$ cat src/rtl/game_pkg.sv
`default_nettype none
// +----------------------------------------------------------------------------+
// | Package     : game_pkg                                                     |
// | Description : Shared definitions for the tug-of-war game: round sequencer  |
// |               state encoding and default timing constants reused by the    |
// |               score logic and the tests.                                   |
// | Revision    : 1.0  initial release                                         |
// +----------------------------------------------------------------------------+
package game_pkg;

  // Round sequencer state encoding
  localparam logic [2:0] ST_IDLE_ENC   = 3'd0;
  localparam logic [2:0] ST_GATHER_ENC = 3'd1;
  localparam logic [2:0] ST_WAIT_ENC   = 3'd2;
  localparam logic [2:0] ST_FAKE_ENC   = 3'd3;
  localparam logic [2:0] ST_CUE_ENC    = 3'd4;

  typedef enum logic [2:0] {
    S_IDLE   = ST_IDLE_ENC,
    S_GATHER = ST_GATHER_ENC,
    S_WAIT   = ST_WAIT_ENC,
    S_FAKE   = ST_FAKE_ENC,
    S_CUE    = ST_CUE_ENC
  } state_t;

  // Default timing constants (in prescaler ticks unless noted)
  localparam int DEF_WAIT_BITS  = 4;  // random delay word width (bits)
  localparam int DEF_MIN_WAIT   = 2;  // minimum pre-cue delay
  localparam int DEF_CUE_TICKS  = 8;  // slow reaction window; fast is half
  localparam int DEF_FAKE_TICKS = 2;  // fake cue lamp duration
  localparam int DEF_MAX_FAKE   = 2;  // consecutive fakes before a forced real cue

endpackage : game_pkg
`default_nettype wire

$ cat src/rtl/rand_gather.sv
`default_nettype none
// +----------------------------------------------------------------------------+
// | Module      : rand_gather                                                  |
// | Description : Serial collector for the random delay word. Shifts one LFSR  |
// |               bit per enabled clock and flags the cycle in which the last  |
// |               bit arrives; the full word is presented combinationally in   |
// |               that cycle so the caller can use it without extra latency.   |
// | Ports       : clk, rst (async, active-low)                                 |
// |               load     - restart collection (bit counter to 0)             |
// |               shift    - accept rand_bit this clock                        |
// |               rand_bit - LFSR delay bit                                    |
// |               word     - {stored bits, rand_bit}, MSB = oldest bit         |
// |               done     - shift active and this is the last bit             |
// | Revision    : 1.0  initial release                                         |
// +----------------------------------------------------------------------------+
module rand_gather #(
  parameter int WAIT_BITS = 4
) (
  input  logic                 clk,
  input  logic                 rst,
  input  logic                 load,
  input  logic                 shift,
  input  logic                 rand_bit,
  output logic [WAIT_BITS-1:0] word,
  output logic                 done
);

  localparam int CNT_W = $clog2(WAIT_BITS + 1);

  // Only WAIT_BITS-1 bits are stored: the last bit is taken straight from
  // rand_bit in the completing cycle, so the oldest bit never has to be kept
  // beyond the point where the word is consumed.
  logic [WAIT_BITS-2:0] sreg;
  logic [CNT_W-1:0]     cnt;

  assign word = {sreg, rand_bit};
  assign done = shift && (cnt == CNT_W'(WAIT_BITS - 1));

  always_ff @(posedge clk or negedge rst) begin
    if (!rst) begin
      sreg <= '0;
      cnt  <= '0;
    end else if (load) begin
      cnt  <= '0;
    end else if (shift) begin
      sreg <= word[WAIT_BITS-2:0];
      cnt  <= cnt + CNT_W'(1);
    end
  end

endmodule : rand_gather
`default_nettype wire

$ cat src/rtl/cue_scheduler.sv
`default_nettype none
// +----------------------------------------------------------------------------+
// | Module      : cue_scheduler                                                |
// | Description : Round sequencer for the tug-of-war game. Collects a random   |
// |               pre-cue delay, optionally shows fake cues, lights the real   |
// |               cue and judges the player buttons (foul, hit, tie, timeout). |
// | Ports       : clk, rst (async, active-low)                                 |
// |               tick        - time-base strobe from the prescaler            |
// |               start/abort - one-clk round begin / cancel requests          |
// |               rand_bit    - LFSR delay bit                                 |
// |               rand_fake   - LFSR fake-cue select                           |
// |               rand_speed  - LFSR window-speed select                       |
// |               btn_l/btn_r - debounced one-clk press pulses                 |
// |               cue, fake_cue, fast, busy                 - status/lamps     |
// |               hit_l/r, foul_l/r, round_done             - one-clk results  |
// | Revision    : 1.0  initial release                                         |
// +----------------------------------------------------------------------------+
module cue_scheduler
  import game_pkg::*;
#(
  parameter int WAIT_BITS  = DEF_WAIT_BITS,
  parameter int MIN_WAIT   = DEF_MIN_WAIT,
  parameter int CUE_TICKS  = DEF_CUE_TICKS,
  parameter int FAKE_TICKS = DEF_FAKE_TICKS,
  parameter int MAX_FAKE   = DEF_MAX_FAKE
) (
  input  logic clk,
  input  logic rst,
  input  logic tick,
  input  logic start,
  input  logic abort,
  input  logic rand_bit,
  input  logic rand_fake,
  input  logic rand_speed,
  input  logic btn_l,
  input  logic btn_r,
  output logic cue,
  output logic fake_cue,
  output logic fast,
  output logic busy,
  output logic hit_l,
  output logic hit_r,
  output logic foul_l,
  output logic foul_r,
  output logic round_done
);

  // One extra bit so word + MIN_WAIT cannot overflow
  localparam int DLY_W   = WAIT_BITS + 1;
  localparam int WIN_MAX = (CUE_TICKS > FAKE_TICKS) ? CUE_TICKS : FAKE_TICKS;
  localparam int WIN_W   = $clog2(WIN_MAX + 1);
  localparam int FC_W    = (MAX_FAKE < 1) ? 1 : $clog2(MAX_FAKE + 1);

  state_t             state, state_n;
  logic [DLY_W-1:0]   delay_cnt, delay_n;
  logic [WIN_W-1:0]   win_cnt, win_n;
  logic [FC_W-1:0]    fake_cnt, fake_cnt_n;
  logic               fake_sel, fake_sel_n;
  logic               cue_n, fake_cue_n, fast_n, busy_n;
  logic               hit_l_n, hit_r_n, foul_l_n, foul_r_n, round_done_n;

  logic               gather_load, gather_shift, gather_done;
  logic [WAIT_BITS-1:0] gather_word;

  rand_gather #(
    .WAIT_BITS (WAIT_BITS)
  ) u_rand_gather (
    .clk      (clk),
    .rst      (rst),
    .load     (gather_load),
    .shift    (gather_shift),
    .rand_bit (rand_bit),
    .word     (gather_word),
    .done     (gather_done)
  );

  // Next-state and registered-output logic. Priority: abort, then presses,
  // then tick-driven expiry.
  always_comb begin
    state_n      = state;
    delay_n      = delay_cnt;
    win_n        = win_cnt;
    fake_cnt_n   = fake_cnt;
    fake_sel_n   = fake_sel;
    cue_n        = cue;
    fake_cue_n   = fake_cue;
    fast_n       = fast;
    hit_l_n      = 1'b0;
    hit_r_n      = 1'b0;
    foul_l_n     = 1'b0;
    foul_r_n     = 1'b0;
    round_done_n = 1'b0;
    gather_load  = 1'b0;
    gather_shift = 1'b0;

    if (abort) begin
      state_n    = S_IDLE;
      cue_n      = 1'b0;
      fake_cue_n = 1'b0;
    end else begin
      case (state)
        S_IDLE: begin
          if (start) begin
            state_n     = S_GATHER;
            gather_load = 1'b1;
            fake_cnt_n  = '0;
          end
        end

        S_GATHER, S_WAIT, S_FAKE: begin
          if (btn_l || btn_r) begin
            // Any press before the real cue is a foul
            state_n      = S_IDLE;
            foul_l_n     = btn_l;
            foul_r_n     = btn_r;
            round_done_n = 1'b1;
            cue_n        = 1'b0;
            fake_cue_n   = 1'b0;
          end else if (state == S_GATHER) begin
            gather_shift = 1'b1;
            if (gather_done) begin
              state_n    = S_WAIT;
              delay_n    = {1'b0, gather_word} + DLY_W'(MIN_WAIT);
              fast_n     = rand_speed;
              fake_sel_n = rand_fake && (fake_cnt != FC_W'(MAX_FAKE));
            end
          end else if (tick) begin
            if (state == S_WAIT) begin
              if (delay_cnt <= DLY_W'(1)) begin
                if (fake_sel) begin
                  state_n    = S_FAKE;
                  fake_cue_n = 1'b1;
                  fake_cnt_n = fake_cnt + FC_W'(1);
                  win_n      = WIN_W'(FAKE_TICKS);
                end else begin
                  state_n = S_CUE;
                  cue_n   = 1'b1;
                  win_n   = fast ? WIN_W'(CUE_TICKS / 2) : WIN_W'(CUE_TICKS);
                end
              end else begin
                delay_n = delay_cnt - DLY_W'(1);
              end
            end else begin
              // FAKE: when the window runs out, roll a fresh delay
              if (win_cnt <= WIN_W'(1)) begin
                state_n     = S_GATHER;
                fake_cue_n  = 1'b0;
                gather_load = 1'b1;
                win_n       = '0;
              end else begin
                win_n = win_cnt - WIN_W'(1);
              end
            end
          end
        end

        S_CUE: begin
          if (btn_l || btn_r) begin
            // Simultaneous presses are a tie: round ends with no winner
            state_n      = S_IDLE;
            hit_l_n      = btn_l && !btn_r;
            hit_r_n      = btn_r && !btn_l;
            round_done_n = 1'b1;
            cue_n        = 1'b0;
          end else if (tick) begin
            if (win_cnt <= WIN_W'(1)) begin
              state_n      = S_IDLE;
              round_done_n = 1'b1;
              cue_n        = 1'b0;
              win_n        = '0;
            end else begin
              win_n = win_cnt - WIN_W'(1);
            end
          end
        end

        default: begin
          state_n    = S_IDLE;
          cue_n      = 1'b0;
          fake_cue_n = 1'b0;
        end
      endcase
    end

    busy_n = (state_n != S_IDLE);
  end

  always_ff @(posedge clk or negedge rst) begin
    if (!rst) begin
      state      <= S_IDLE;
      delay_cnt  <= '0;
      win_cnt    <= '0;
      fake_cnt   <= '0;
      fake_sel   <= 1'b0;
      cue        <= 1'b0;
      fake_cue   <= 1'b0;
      fast       <= 1'b0;
      busy       <= 1'b0;
      hit_l      <= 1'b0;
      hit_r      <= 1'b0;
      foul_l     <= 1'b0;
      foul_r     <= 1'b0;
      round_done <= 1'b0;
    end else begin
      state      <= state_n;
      delay_cnt  <= delay_n;
      win_cnt    <= win_n;
      fake_cnt   <= fake_cnt_n;
      fake_sel   <= fake_sel_n;
      cue        <= cue_n;
      fake_cue   <= fake_cue_n;
      fast       <= fast_n;
      busy       <= busy_n;
      hit_l      <= hit_l_n;
      hit_r      <= hit_r_n;
      foul_l     <= foul_l_n;
      foul_r     <= foul_r_n;
      round_done <= round_done_n;
    end
  end

endmodule : cue_scheduler
`default_nettype wire

$ cat config.mk
export PLATFORM = sky130hd
export DESIGN_NAME = cue_scheduler
export DESIGN_NICKNAME = d
export VERILOG_FILES = /design/src/rtl/game_pkg.sv /design/src/rtl/rand_gather.sv /design/src/rtl/cue_scheduler.sv
export SDC_FILE = /design/constraint.sdc
export NUM_CORES = 1
export LEC_CHECK = 0
export BUFFER_PORTS_ARGS = -buffer_cell sky130_fd_sc_hd__buf_2
export CORE_MARGIN = 2
export CORE_UTILIZATION = 55
export CTS_CLUSTER_SIZE = 28
export DETAILED_ROUTE_END_ITERATION = 10
export GPL_TIMING_DRIVEN = 0
export PLACE_DENSITY = 0.72
export SLEW_MARGIN = 20
export SYNTH_ARGS = -nofsm -noshare
export SYNTH_HDL_FRONTEND = slang
export SYNTH_SLANG_ARGS = --single-unit
export TNS_END_PERCENT = 1
$ cat constraint.sdc
create_clock -name clk -period 4.68 [get_ports clk]
set_input_delay 0.936 -clock clk [delete_from_list [all_inputs] [get_ports clk]]
set_output_delay 0.936 -clock clk [all_outputs]
set_load 0.02 [all_outputs]
# After elaboration in Yosys (flattened, before gate mapping)
# Cells that the tools add are included.
[op_classes]
n_addsub = 5
order_cmp = 2
eq_ne = 30
mux = 88
n_bitwise = 3
reduce_logical = 23
[ops]
columns = ["operator", "n"]
rows = [
  ["two-way mux 3 bit", 15],
  ["two-way mux 1 bit", 44],
  ["two-way mux 4 bit", 10],
  ["!= test 4 bit (second input constant)", 7],
  ["!= test 2 bit (second input constant)", 13],
  ["two-way mux 5 bit", 5],
  ["AND reduction 8 bit", 2],
  ["!= test 5 bit (second input constant)", 3],
  ["two-way mux 2 bit", 7],
  ["nonzero test 2 bit", 5],
  ["== test 3 x 2 -> 1 bit (second input constant)", 3],
  ["case mux 3 bit (3 select lines)", 1],
  ["AND reduction 9 bit", 1],
  ["case mux 4 bit (2 select lines)", 1],
  ["AND reduction 7 bit", 1],
  ["case mux 1 bit (2 select lines)", 3],
  ["AND reduction 6 bit", 1],
  ["adder 4 x 2 -> 5 bit (second input constant)", 1],
  ["<= comparator 5 x 1 -> 1 bit (second input constant)", 1],
  ["AND reduction 5 bit", 1],
  ["subtractor 5 x 1 -> 5 bit (second input constant)", 1],
  ["<= comparator 4 x 1 -> 1 bit (second input constant)", 1],
  ["logical AND 1 bit", 4],
  ["case mux 2 bit (2 select lines)", 1],
  ["other kinds (16)", 19],
]
[word_totals]
regBits = 30
inputBits = 10

# Longest topological paths before layout
[logic_depth]
depth_word = 12
mapped_depth = 8
mapped_depth_nobuf = 7

# Cells and area by module
# A second synthesis with hierarchy kept.
[hier_totals]
hier_cells = 193
hier_area_um2 = 1845.5
[by_module_without_submodules]
columns = ["module", "instances", "cells_per_inst", "area_each_um2", "seq_area_each_um2"]
rows = [
  ["cue_scheduler", 1, 172, 1560.2, 600.6],
  ["rand_gather", 1, 21, 285.3, 150.1],
]

# Worst setup path after synthesis
# No wires, ideal clock.
[synth_path]
path_kind = "input to register"
start = "input port abort"
end = "register delay_cnt[4]"
arrival_ps = 2319
t_required_ps = 4559
slack_ps = 2239
stages = 7
path_buffers = 3
cell_sequence = "buf_6 > or3_1 > buf_6 > a211oi_4 > a2bb2o_4 > buf_6 > o22a_1"
[synth_via]
elab_chain_len = 4
elab_cells_between_ends = 5
[synth_lines]
columns = ["item", "line", "rtl"]
rows = [
  ["start: declaration", "cue_scheduler.sv:31", "input logic abort,"],
  ["two-way mux 1 bit", "cue_scheduler.sv:96", "if (abort) begin"],
  ["logical AND 1 bit", "rand_gather.sv:37", "assign done = shift && (cnt == CNT_W'(WAIT_BITS - 1));"],
  ["!= test 2 bit (no source line)", "n/a", ""],
  ["AND reduction 7 bit (no source line) (*)", "n/a", ""],
  ["end signal: assignment", "cue_scheduler.sv:206", "delay_cnt <= delay_n;"],
  ["end: declaration", "cue_scheduler.sv:55", "logic [DLY_W-1:0] delay_cnt, delay_n;"],
]
# Mark *: on every way between the ends. The rest lies on a longest branch, timed or not.
# A chain may end at the register's enable or synchronous reset.

# Worst setup path in the final report
[layout_path]
start = "input port btn_l"
end = "register busy"
[layout_via]
elab_chain_len = 11
elab_cells_between_ends = 12
[layout_lines]
columns = ["item", "line", "rtl"]
rows = [
  ["start: declaration", "cue_scheduler.sv:35", "input logic btn_l,"],
  ["logical OR 1 bit (*)", "cue_scheduler.sv:111, cue_scheduler.sv:158", ""],
  ["two-way mux 1 bit", "cue_scheduler.sv:111", "if (btn_l || btn_r) begin"],
  ["two-way mux 1 bit", "cue_scheduler.sv:101", "case (state)"],
  ["two-way mux 1 bit", "cue_scheduler.sv:96", ""],
  ["logical AND 1 bit", "rand_gather.sv:37", ""],
  ["two-way mux 3 bit", "cue_scheduler.sv:121", "if (gather_done) begin"],
  ["two-way mux 3 bit", "cue_scheduler.sv:119", "end else if (state == S_GATHER) begin"],
  ["two-way mux 3 bit", "cue_scheduler.sv:111", ""],
  ["case mux 3 bit (3 select lines) (*)", "cue_scheduler.sv:101", ""],
  ["two-way mux 3 bit (*)", "cue_scheduler.sv:96", ""],
  ["net state_n[0]", "cue_scheduler.sv:54", "state_t state, state_n;"],
  ["nonzero test 3 bit (*)", "cue_scheduler.sv:185", "busy_n = (state_n != S_IDLE);"],
  ["net busy_n", "cue_scheduler.sv:59", "logic cue_n, fake_cue_n, fast_n, busy_n;"],
  ["end signal: assignment", "cue_scheduler.sv:213", "busy <= busy_n;"],
  ["end: declaration", "cue_scheduler.sv:40", "output logic busy,"],
]
# Mark *: on every way through the listed nets, which the timed path passes. The rest lies on a longest branch.

==> results.cfg <==
[setup_path]
r2r_slack_ns = 2.49
end_kind = flip-flop
crit_type = primary input to flip-flop
crit_arrival_ns = 2.64
r2r_cells = 6
setup.worst_path.start_class = primary input
cp_max_fo = 7
cp.required_ns = 4.89

[timing]
skew_ns = 0.00742
tightest_slew_ns = 0.634
setup_tns_ns = 0
fin_ws_ns = 2.26
min_period_over_period_pct = 51.8
period_needed_ns = 2.42
hold_violations = 0
drv_slew = 0
setup_viol = 0
relSlewSlack_pct = 57.7
max_freq_ghz = 0.412
rsz0062_at_grt = no

[floorplan]
rows = 20
core_um2 = 3050
ios = 19
die_y_um = 60.8
die_w_um = 60.8
die-area_um2 = 3690
start_util_pct = 58.0

[global_route]
use_met3_pct = 6.40
overflow = 0
grtUsageMet1_pct = 28.4
grt_usage_pct = 22.2
grt_pass1_vias = 1364
grt_max_degree = 31
antenna_found_initial = 0
globalRouteMet2Util_pct = 36.6
busiest_layer = met2
grt_pass1_wl_um = 6050

[routing]
viasPerCell = 5.70
antenna_left = 0
routed-via-count = 1465
drt_iter0_drc = 52
drt_pass1_iterations = 6
drc = 0
routedWlPerCell_um = 14.2
wirelength_um = 3650

[clock_tree]
h-tree-depth = 2
clockBufferDepth = 2
postCtsHoldBufs = 0
cts_resized = 0
cts_setup_buffers = 0
cts.sinks = 30
worstSkewPairLatency_ns = 0.33
clock-root-buffer = clkbuf_4
cts.reportedPaths.clkPinSlew_ns = 0.09
cts_tree = yes
cts_buffers = 5

[finish]
nets = 230
final_cell_mix = dfrtp_1, nand2_1, buf_2
syn_to_final_growth_pct = 12.4
antenna_cells = 0
final_common_cell = dfrtp_1
drive_gt1_share_pct = 21.1

[synthesis]
syn_inst = 188
syn_area_per_cell_um2 = 9.42
yosysSeqAreaShare_pct = 42.4
syn_nets = 206
synth_cell_types = 49
synth-edff-count = 0
ys.flop_type = dfrtp_1
synth-seq-cells = 30
async_flop_share_pct = 100
netlist_area_um2 = 1770
synth_warnings = 0

[placement]
gp_congestion = 0.894
hpwl_um = 2740
dpl_worst_slack_ns = 1.89
portBuffers = 17

[worst_hold_path]
whs_path_depth = 2
hold_class = flip-flop to flip-flop

[job]
drv_cap = 0

[power_and_ir_drop]
p_leak_nw = 0.917
power_density_nw_per_um2 = 372
peakVddDrop_mv = 0.298
finalPower_uw = 741

[outcome]
status = finished clean
## area by class of cell
class	count	area [µm²]
Fill cell	279	1060
Multi-Input combinational cell	140	923
Sequential cell	30	751
Timing Repair Buffer	17	85.1
Clock buffer	8	78.8
Buffer	8	60.1
Tap cell	44	55.1
Inverter	10	37.5
## state kept, by name, summed over array words and instances (netlist names), 2 cells and up
| name | cells |
|---|---|
| delay_cnt | 5 |
| win_cnt | 4 |
| state | 3 |
| u_rand_gather.cnt | 3 |
| u_rand_gather.sreg | 3 |
| fake_cnt | 2 |
## synth_stat cells, types with 4 or more instances
cell type	n	area, µm²
dfrtp_1	30	751
nand2_1	22	82.6
nor2_1	16	60.1
a21oi_1	10	50.1
inv_1	10	37.5
ha_1	8	100
nand3_1	8	40.0
nor3_1	8	40.0
o21ai_1	8	40.0
o21ai_0	6	30.0
a41oi_1	4	35.0
or3_1	4	25.0
## path summary, 6_finish.rpt
| check | from | endpoint |
|---|---|---|
| worst min-delay path | u_rand_gather.cnt[2] | u_rand_gather.cnt[2] |
| min in group asynchronous | rst | state[2] |
| worst min register to register | u_rand_gather.cnt[2] | u_rand_gather.cnt[2] |
| worst max-delay path | btn_l | busy |
| max in group asynchronous | rst | cue |
| worst max register to register | state[2] | busy |
## per-stage QoR
stage,utilization (%),hold WS (ns),instances,instance area (µm²)
floorplan,-,0.448,188,1770
global placement,62.6,0.463,249,1910
detailed placement,62.6,0.470,249,1910
CTS,65.2,0.491,257,1990
global route,65.2,0.530,257,1990
finish,65.2,0.485,257,1990
## power breakdown
part	total, mW	internal (mW)	switching [mW]	leakage, nW
sequential	0.326	0.291	0.0348	0.406
clock	0.191	0.103	0.0888	0.0446
combinational	0.224	0.0902	0.134	0.467
## cell families (layout without fill, tap and decap cells)
family / count (synthesis) / in the layout / share of synthesized area [%]
simple gates: 79 / 79 / 24.2
compound gates: 49 / 49 / 20.0
flops: 30 / 30 / 42.4
mux: 3 / 3 / 1.77
xor+xnor: 1 / 1 / 0.494
fa+ha+maj: 8 / 8 / 5.65
buf+inv: 18 / 43 / 5.51
## per-layer routing
metal | vias to the layer above | part of all wire (%)
met2 | 43 | 48
met1 | 696 | 45
li1 | 721 | -
met5 | - | 0
met3 | 5 | 5.3
met4 | 0 | 1.2
## worst max-delay path, cell delays in order
cell and delay (ns):
buf_2 0.14, nor3_1 0.50, nand3_1 0.40, nand3_1 0.19, o21ai_1 0.10, or3_1 0.37
No activity file was read; power rests on OpenSTA's default activity.
